File: config.mk
export PLATFORM = sky130hd
export DESIGN_NAME = gen_debug_mux_readout_ctrl
export DESIGN_NICKNAME = d
export VERILOG_FILES = /design/src/rtl/gen_debug_mux_pkg.sv /design/src/rtl/gen_debug_settle_timer.sv /design/src/rtl/gen_debug_mux_readout_ctrl.sv
export SDC_FILE = /design/constraint.sdc
export NUM_CORES = 1
export LEC_CHECK = 0
export CAP_MARGIN = 30
export CORE_ASPECT_RATIO = 0.8
export CORE_UTILIZATION = 30
export CTS_CLUSTER_SIZE = 24
export DETAILED_ROUTE_END_ITERATION = 6
export GPL_ROUTABILITY_DRIVEN = 0
export GPL_TIMING_DRIVEN = 0
export SLEW_MARGIN = 10
export SYNTH_ARGS = -nofsm -noshare
export SYNTH_HDL_FRONTEND = slang
export SYNTH_SLANG_ARGS = --single-unit
File: constraint.sdc
create_clock -name i_clk -period 3.1 [get_ports i_clk]
set_input_delay 0.465 -clock i_clk [delete_from_list [all_inputs] [get_ports i_clk]]
set_output_delay 0.465 -clock i_clk [all_outputs]
set_load 0.01 [all_outputs]
File: src/rtl/gen_debug_mux_pkg.sv
// Shared types and width helpers for the debug data mux and its readout sequencer.
// The mux and the sequencer both size their selector with these functions, so the two stay aligned.
package gen_debug_mux_pkg;

    typedef enum logic [1:0] {
        StIdle    = 2'd0,
        StSettle  = 2'd1,
        StPresent = 2'd2
    } readout_state_e;

    function automatic int unsigned f_slices_per_bus(input int unsigned in_w,
                                                     input int unsigned out_w);
        return (in_w + out_w - 1) / out_w;
    endfunction

    function automatic int unsigned f_data_sel_options(input int unsigned num,
                                                       input int unsigned in_w,
                                                       input int unsigned out_w);
        return num * f_slices_per_bus(in_w, out_w);
    endfunction

    function automatic int unsigned f_data_sel_width(input int unsigned num,
                                                     input int unsigned in_w,
                                                     input int unsigned out_w);
        int unsigned opts;
        opts = f_data_sel_options(num, in_w, out_w);
        return (opts > 1) ? $clog2(opts) : 1;
    endfunction

endpackage

File: src/rtl/gen_debug_settle_timer.sv
// Loadable down-counter that measures the mux select-to-output settling time.
// A load presets MC_CYCLES+2; done is asserted while the count sits at zero.
module gen_debug_settle_timer #(
    parameter int unsigned  MC_CYCLES = 2,
    localparam int unsigned CNT_WIDTH = $clog2(MC_CYCLES + 3)
) (
    input  logic i_clk,
    input  logic i_rst_n,
    input  logic i_load,
    input  logic i_en,
    output logic o_done
);

    logic [CNT_WIDTH-1:0] r_count;

    // Count register: load has priority, otherwise decrement until zero.
    always_ff @(posedge i_clk or negedge i_rst_n) begin
        if (!i_rst_n) begin
            r_count <= '0;
        end else if (i_load) begin
            r_count <= CNT_WIDTH'(MC_CYCLES + 2);
        end else if (i_en && (r_count != '0)) begin
            r_count <= r_count - CNT_WIDTH'(1);
        end
    end

    assign o_done = (r_count == '0);

endmodule

File: src/rtl/gen_debug_mux_readout_ctrl.sv
// Readout sequencer for the multicycle debug data mux: walks the selector over every slice of the
// requested bus, waits out the mux latency, and streams each captured word on a valid/ready port.
// Optional macro GEN_DEBUG_MUX_READOUT_ABORT_EN adds a synchronous i_abort input.
module gen_debug_mux_readout_ctrl
    import gen_debug_mux_pkg::*;
#(
    parameter int unsigned  IN_DATA_BUS_WIDTH    = 100,
    parameter int unsigned  NUM_OF_IN_DATA_BUSES = 3,
    parameter int unsigned  OUT_DATA_BUS_WIDTH   = 32,
    parameter int unsigned  MC_CYCLES            = 2,
    localparam int unsigned SLICES_PER_BUS = f_slices_per_bus(IN_DATA_BUS_WIDTH,
                                                              OUT_DATA_BUS_WIDTH),
    localparam int unsigned DATA_SEL_WIDTH = f_data_sel_width(NUM_OF_IN_DATA_BUSES,
                                                              IN_DATA_BUS_WIDTH,
                                                              OUT_DATA_BUS_WIDTH),
    localparam int unsigned BUS_IDX_WIDTH  = (NUM_OF_IN_DATA_BUSES > 1) ?
                                             $clog2(NUM_OF_IN_DATA_BUSES) : 1,
    localparam int unsigned SLICE_WIDTH    = (SLICES_PER_BUS > 1) ? $clog2(SLICES_PER_BUS) : 1
) (
    input  logic                          i_clk,
    input  logic                          i_rst_n,
`ifdef GEN_DEBUG_MUX_READOUT_ABORT_EN
    input  logic                          i_abort,
`endif
    input  logic                          i_req_valid,
    output logic                          o_req_ready,
    input  logic [BUS_IDX_WIDTH-1:0]      i_req_bus_idx,
    output logic [DATA_SEL_WIDTH-1:0]     o_mux_data_sel,
    input  logic [OUT_DATA_BUS_WIDTH-1:0] i_mux_out_data,
    output logic                          o_rd_valid,
    input  logic                          i_rd_ready,
    output logic [OUT_DATA_BUS_WIDTH-1:0] o_rd_data,
    output logic [SLICE_WIDTH-1:0]        o_rd_slice,
    output logic                          o_rd_last,
    output logic                          o_busy,
    output logic                          o_err_bad_idx
);

    readout_state_e                r_state, w_state_next;
    logic [DATA_SEL_WIDTH-1:0]     r_sel, w_sel_next;
    logic [SLICE_WIDTH-1:0]        r_slice, w_slice_next;
    logic                          r_rd_valid, w_rd_valid_next;
    logic [OUT_DATA_BUS_WIDTH-1:0] r_rd_data, w_rd_data_next;
    logic [SLICE_WIDTH-1:0]        r_rd_slice, w_rd_slice_next;
    logic                          r_rd_last, w_rd_last_next;
    logic                          r_err, w_err_next;
    logic                          w_tmr_load, w_tmr_en, w_tmr_done;
    logic                          w_abort, w_bad_idx;
    logic [DATA_SEL_WIDTH-1:0]     w_sel_base;

`ifdef GEN_DEBUG_MUX_READOUT_ABORT_EN
    assign w_abort = i_abort;
`else
    assign w_abort = 1'b0;
`endif

    assign w_bad_idx  = (32'(i_req_bus_idx) >= NUM_OF_IN_DATA_BUSES);
    assign w_sel_base = DATA_SEL_WIDTH'(32'(i_req_bus_idx) * SLICES_PER_BUS);

    gen_debug_settle_timer #(
        .MC_CYCLES (MC_CYCLES)
    ) u_settle_timer (
        .i_clk   (i_clk),
        .i_rst_n (i_rst_n),
        .i_load  (w_tmr_load),
        .i_en    (w_tmr_en),
        .o_done  (w_tmr_done)
    );

    // Next-state, selector stepping and word capture.
    always_comb begin
        w_state_next    = r_state;
        w_sel_next      = r_sel;
        w_slice_next    = r_slice;
        w_rd_valid_next = r_rd_valid;
        w_rd_data_next  = r_rd_data;
        w_rd_slice_next = r_rd_slice;
        w_rd_last_next  = r_rd_last;
        w_err_next      = 1'b0;
        w_tmr_load      = 1'b0;
        w_tmr_en        = 1'b0;
        if (w_abort) begin
            // Selector and captured data are deliberately left as they were.
            w_state_next    = StIdle;
            w_rd_valid_next = 1'b0;
        end else begin
            unique case (r_state)
                StIdle: begin
                    if (i_req_valid) begin
                        if (w_bad_idx) begin
                            w_err_next = 1'b1;
                        end else begin
                            w_sel_next   = w_sel_base;
                            w_slice_next = '0;
                            w_tmr_load   = 1'b1;
                            w_state_next = StSettle;
                        end
                    end
                end
                StSettle: begin
                    if (w_tmr_done) begin
                        w_rd_data_next  = i_mux_out_data;
                        w_rd_valid_next = 1'b1;
                        w_rd_slice_next = r_slice;
                        w_rd_last_next  = (r_slice == SLICE_WIDTH'(SLICES_PER_BUS - 1));
                        w_state_next    = StPresent;
                    end else begin
                        w_tmr_en = 1'b1;
                    end
                end
                StPresent: begin
                    if (i_rd_ready) begin
                        w_rd_valid_next = 1'b0;
                        if (r_rd_last) begin
                            w_state_next = StIdle;
                        end else begin
                            w_sel_next   = r_sel + DATA_SEL_WIDTH'(1);
                            w_slice_next = r_slice + SLICE_WIDTH'(1);
                            w_tmr_load   = 1'b1;
                            w_state_next = StSettle;
                        end
                    end
                end
                default: w_state_next = StIdle;
            endcase
        end
    end

    // State and output registers; reset abandons any burst in flight.
    always_ff @(posedge i_clk or negedge i_rst_n) begin
        if (!i_rst_n) begin
            r_state    <= StIdle;
            r_sel      <= '0;
            r_slice    <= '0;
            r_rd_valid <= 1'b0;
            r_rd_data  <= '0;
            r_rd_slice <= '0;
            r_rd_last  <= 1'b0;
            r_err      <= 1'b0;
        end else begin
            r_state    <= w_state_next;
            r_sel      <= w_sel_next;
            r_slice    <= w_slice_next;
            r_rd_valid <= w_rd_valid_next;
            r_rd_data  <= w_rd_data_next;
            r_rd_slice <= w_rd_slice_next;
            r_rd_last  <= w_rd_last_next;
            r_err      <= w_err_next;
        end
    end

    assign o_req_ready    = (r_state == StIdle);
    assign o_busy         = (r_state != StIdle);
    assign o_mux_data_sel = r_sel;
    assign o_rd_valid     = r_rd_valid;
    assign o_rd_data      = r_rd_data;
    assign o_rd_slice     = r_rd_slice;
    assign o_rd_last      = r_rd_last;
    assign o_err_bad_idx  = r_err;

endmodule

# Word-level counts from Yosys, hierarchy flattened
# Index checks and enable logic that the tools add are counted.
# Widths: inputs -> output; s select.
word_totals:
  reg_bits: 48
  in_bits: 38
op_classes:
  add_sub_neg: 3
  magnitude_cmp: 1
  n_eq_ne: 8
  n_mux: 31
  reduce_logical: 12
op_table:
  columns: ["op", "count"]
  rows:
  - ["$mux 2", 8]
  - ["$mux 4", 4]
  - ["$mux 1", 12]
  - ["$ne 2x2->1 const B", 4]
  - ["$pmux 4 s2", 1]
  - ["$reduce_bool 2->1", 4]
  - ["$mux 3", 2]
  - ["$pmux 2 s3", 1]
  - ["$reduce_and 5->1", 1]
  - ["$add 4x1->4 const B", 1]
  - ["$eq 2x2->1 const B", 2]
  - ["$pmux 1 s2", 2]
  - ["$pmux 2 s2", 1]
  - ["$reduce_and 4->1", 1]
  - ["$logic_not 3->1", 1]
  - ["$reduce_and 3->1", 1]
  - ["$reduce_bool 3->1", 1]
  - ["$sub 3x1->3 const B", 1]
  - ["$add 2x1->2 const B", 1]
  - ["$eq 2x1->1 const B", 1]
  - ["$ge 2x2->1 const B", 1]
  - ["$logic_not 2->1", 1]
  - ["$ne 2x1->1 const B", 1]
  - ["$reduce_and 2->1", 1]
  - ["$logic_and 1x1->1", 1]

# Longest topological paths before layout
logic_depth:
  ltp_word: 6
  mapped_depth: 6
  mapped_depth_nobuf: 5

# By module
# A second synthesis with hierarchy kept.
hier_totals:
  cells_unflattened: 139
  hier_area_um2: 2083.2
modules_own_cells:
  columns: ["module", "n_inst", "cells_each", "area_each_um2", "seq_area_each_um2"]
  rows:
  - ["gen_debug_mux_readout_ctrl", 1, 122, 1899.3, 1126.1]
  - ["gen_debug_settle_timer", 1, 17, 183.9, 75.1]

# Worst setup path before layout
# OpenSTA, ideal clock, no wires.
synth_path:
  path_kind: "register to register"
  startpoint: "register u_settle_timer.r_count[0]"
  endpoint: "register r_rd_data[0], in the netlist o_rd_data[0]"
  setup_time_ps: 125
  arrival_time_ps: 1552
  t_required_ps: 2975
  slack_ps: 1423
  stages_incl_launch_ff: 7
  synth_period_minus_slack_ps: 1677
  path_cell_list: "dfrtp_1 inv_1 ha_1 or2b_4 nor2_8 buf_12 mux2_4"
synth_between:
  elab_chain_cells: 2
synth_lines:
  columns: ["element", "line", "rtl"]
  rows:
  - ["from (decl)", "gen_debug_settle_timer.sv:14", "logic [CNT_WIDTH-1:0] r_count;"]
  - ["from (signal assigned)", "gen_debug_settle_timer.sv:21", "r_count <= CNT_WIDTH'(MC_CYCLES + 2);"]
  - ["from (signal assigned)", "gen_debug_settle_timer.sv:23", "r_count <= r_count - CNT_WIDTH'(1);"]
  - ["$logic_not 3->1", "gen_debug_settle_timer.sv:27", "assign o_done = (r_count == '0);"]
  - ["$reduce_and 2->1 (no line)", null, null]
  - ["to (signal assigned)", "gen_debug_mux_readout_ctrl.sv:145", "r_rd_data <= w_rd_data_next;"]
  - ["to (decl)", "gen_debug_mux_readout_ctrl.sv:43", "logic [OUT_DATA_BUS_WIDTH-1:0] r_rd_data, w_rd_data_next;"]
# Every way passes these cells.
# A chain may end at the register's enable or synchronous reset.

# Final worst setup path
layout_path:
  startpoint: "register r_state[0]"
  endpoint: "output o_busy"
layout_between:
  elab_chain_cells: 1
layout_lines:
  columns: ["element", "line", "rtl"]
  rows:
  - ["from (decl)", "gen_debug_mux_readout_ctrl.sv:39", "readout_state_e r_state, w_state_next;"]
  - ["from (signal assigned)", "gen_debug_mux_readout_ctrl.sv:132", "r_state <= StIdle;"]
  - ["from (signal assigned)", "gen_debug_mux_readout_ctrl.sv:141", "r_state <= w_state_next;"]
  - ["$reduce_bool 2->1", "gen_debug_mux_readout_ctrl.sv:153", "assign o_busy = (r_state != StIdle);"]
  - ["to (decl)", "gen_debug_mux_readout_ctrl.sv:35", "output logic o_busy,"]
# Every way passes these cells.

==> metrics.cfg <==
[worst_setup_path]
worst_path_max_delay_cell=sky130_fd_sc_hd__clkdlybuf4s50_1
setup.worst_path.end_class=output port
data_required_time_of_the_worst_path_ns=2.63
worstRegToRegCells=6
rr_endpoint=o_rd_data[19]
cp-start-kind=flop
path_cells=nor2_1 -> inv_1 -> clkdlybuf4s50_1
crit_arrival_ns=1.53
cp_max_fo=9
slack_of_the_worst_reg_to_reg_path_ns=1.27
rr_startpoint=u_settle_timer.r_count[0]
crit_path_category=reg2out
cpPeakStageDelay_ns=0.53

[finish]
syn_to_final_growth_pct=46.7
fraction_of_final_layout_cells_with_drive_strength_greater_than_1_pct=23.6
finish.net_count=274
insertedDiodeCount=0
final_area_mm2=0.00319
stdcell_count=320
highest_count_cells_in_the_layout_ignoring_fill_and_taps=79 x sky130_fd_sc_hd__clkdlybuf4s50_1, 48 x sky130_fd_sc_hd__dfrtp_1, 29 x sky130_fd_sc_hd__mux2_4
final_common_cell=sky130_fd_sc_hd__clkdlybuf4s50_1

[clock_network]
clock_sinks=48
clk_pin_slew_ns=0.09
max-clock-path-buffers=2
clk_latency_ns=0.29
cts-htree-levels=2
cts_tree=built
hold_buffers=0
cts.root.buffer_cell=sky130_fd_sc_hd__clkbuf_8
postCtsResizedCells=0
post_cts_buffers=0
cts_buffers=5

[die]
initial_utilization_pct=31.4
die_area_mm2=0.00759
fp-row-count=27
ios=81
dieWidth_um=97.1
die_y_um=78.1
floorplan.core_area_mm2=0.00693

[sta]
fmax_ghz=0.502
fin_setup_tns_ns=0
final_critical_path_setup_slack_ns=1.11
grt_setup_unrepaired=false
report.final.slew_viol_count=0
slew-limit-headroom_pct=58.3
tightestPinTransition_ns=0.619
fin_crit_sh_pct=64.3
setup_viol=0
final.setup_skew_ns=0.00621
finalWorstPathRequiredPeriod_ns=1.99
final_hold_viol_count=0

[synth]
post_synthesis_async_set_or_reset_flop_share_pct=100
synth-seq-cells=48
number_of_different_library_cells_in_the_post_synthesis_netlist=33
synth_enable_flop_cells=0
yosysSeqAreaShare_pct=55.3
avgSynthCellArea_um2=15.1
synthesis.instances=144
synth.cell_area_mm2=0.00217
main_flop_type_after_synthesis=sky130_fd_sc_hd__dfrtp_1
yosysWarnings=0
mappedNetlistNets=186

[placed_design]
pre_cts_slack_ns=0.976
place.detailed.instances=312
placed_cell_area_mm2=0.00310
buffer_ports.inserted=80
place.detailed.hpwl_um=3180

[global_route]
track_usage_pct=11.8
first_global_vias=1408
antenna_found_initial=0
globalRoute.totalOverflow=0
wire_length_of_the_first_global_routing_pass_um=7070
grt_start_max_net_pins=35

[drt]
drt-total-wl_um=4340
drt.antenna.violating_nets=0
post-route-drc-count=0
viasPerCell=4.41
pre_repair_dr_iteration_count=4
first_iter_violations=29
dr_total_vias=1411
drt-wirelength-per-cell_um=13.6

[power_and_ir_drop]
power.density_mw_per_mm2=984
p_leak_nw=1.38
internal_power_mw=2.17
switch_share_pct=30.8
total_power_mw=3.14
p_switching_mw=0.967
sequential_power_share_pct=35.5
power.share.clock_pct=12.1
comb_power_share_pct=52.4
vdd.ir_drop.worst_uv=367

[hold_path]
worstHoldPathType=in2async

[run_status]
run_status=complete, no violations

[run]
drv.max_cap_violation_count=0

[cell usage after synthesis (2+ instances only)]
cell type	n	area (um^2)
sky130_fd_sc_hd__a21oi_1	3	15.0
sky130_fd_sc_hd__and4bb_2	2	25.0
sky130_fd_sc_hd__buf_12	3	60.1
sky130_fd_sc_hd__dfrtp_1	48	1200
sky130_fd_sc_hd__ha_1	4	50.1
sky130_fd_sc_hd__inv_1	5	18.8
sky130_fd_sc_hd__mux2_2	6	67.6
sky130_fd_sc_hd__mux2_4	29	435
sky130_fd_sc_hd__mux2i_1	2	20.0
sky130_fd_sc_hd__nand2_1	6	22.5
sky130_fd_sc_hd__nand3_1	3	15.0
sky130_fd_sc_hd__nand3b_1	2	15.0
sky130_fd_sc_hd__nor2_1	3	11.3
sky130_fd_sc_hd__o211ai_1	2	15.0
sky130_fd_sc_hd__o21ai_0	7	35.0
sky130_fd_sc_hd__or3_1	2	12.5
[cells by family after synthesis]
logic type,after synthesis,synth area share [%]
buffers and inverters,10,4.38
AND/OR/NAND/NOR,27,8.70
AO/OA/AOI/OAI,18,5.24
flip-flops,48,55.3
multiplexers,37,24.1
adder cells (fa/ha/maj),4,2.30
[power groups by stage]
stage | sequential (mW) | combinational [mW] | clock [mW]
4_1_cts | 1.12 | 1.67 | 0.399
6_report | 1.11 | 1.64 | 0.378
5_1_grt | 1.16 | 1.76 | 0.425
3_5_place_dp | 1.13 | 1.66 | 0
3_3_place_gp | 1.12 | 1.65 | 0
2_1_floorplan | 1.22 | 0.826 | 0
[per-stage QoR]
step	hold slack [ns]	util, %
floorplan	0.169	-
global placement	0.466	44.5
detailed placement	0.414	44.7
CTS	0.0854	46.0
global route	0.0978	46.0
finish	0.0789	46.0
[layout make-up]
| type | instances | area [um^2] |
|---|---|---|
| fillers | 644 | 3740 |
| flip-flops and latches | 48 | 1200 |
| multi-input cells | 86 | 876 |
| repair buffers | 81 | 816 |
| well taps | 87 | 109 |
| clock buffers | 8 | 90.1 |
| plain buffers | 5 | 76.3 |
| inverters | 5 | 18.8 |
[layer usage]
| layer | GRT usage (%) | up-vias | routed length (um) |
|---|---|---|---|
| li1 | - | 690 | - |
| met1 | 17.2 | 668 | 2220 |
| met2 | 17.3 | 51 | 1850 |
| met3 | 3.47 | 2 | 265 |
| met4 | 2.69 | 0 | 14 |
| met5 | 0 | - | 0 |
[worst max-delay path by stage]
| stage | from | to | depth (start not counted) |
|---|---|---|---|
| 2_1_floorplan | u_settle_timer.r_count[0] | o_rd_data[0] | 6 |
| 3_3_place_gp | i_rst_n | o_rd_data[9] | 1 |
| 3_5_place_dp | i_req_bus_idx[1] | r_slice[0] | 4 |
| 4_1_cts | r_state[0] | o_req_ready | 2 |
| 5_1_grt | r_state[0] | o_busy | 3 |
| 6_report | r_state[0] | o_busy | 3 |
[flip-flops by register name, indices dropped and copies added, names as in the netlist]
name                    count
r_slice                     2
o_rd_slice                  2
o_rd_data                  32
o_err_bad_idx               1
o_mux_data_sel              4
o_rd_valid                  1
r_state                     2
o_rd_last                   1
u_settle_timer.r_count      3
[worst max-delay path: cells and delay by family (launching register included)]
family | cells | cell delay [ns]
buffers and inverters | 2 | 0.61
AND/OR/NAND/NOR | 1 | 0.11
flip-flops | 1 | 0.51
(Power assumes the default switching activity.)
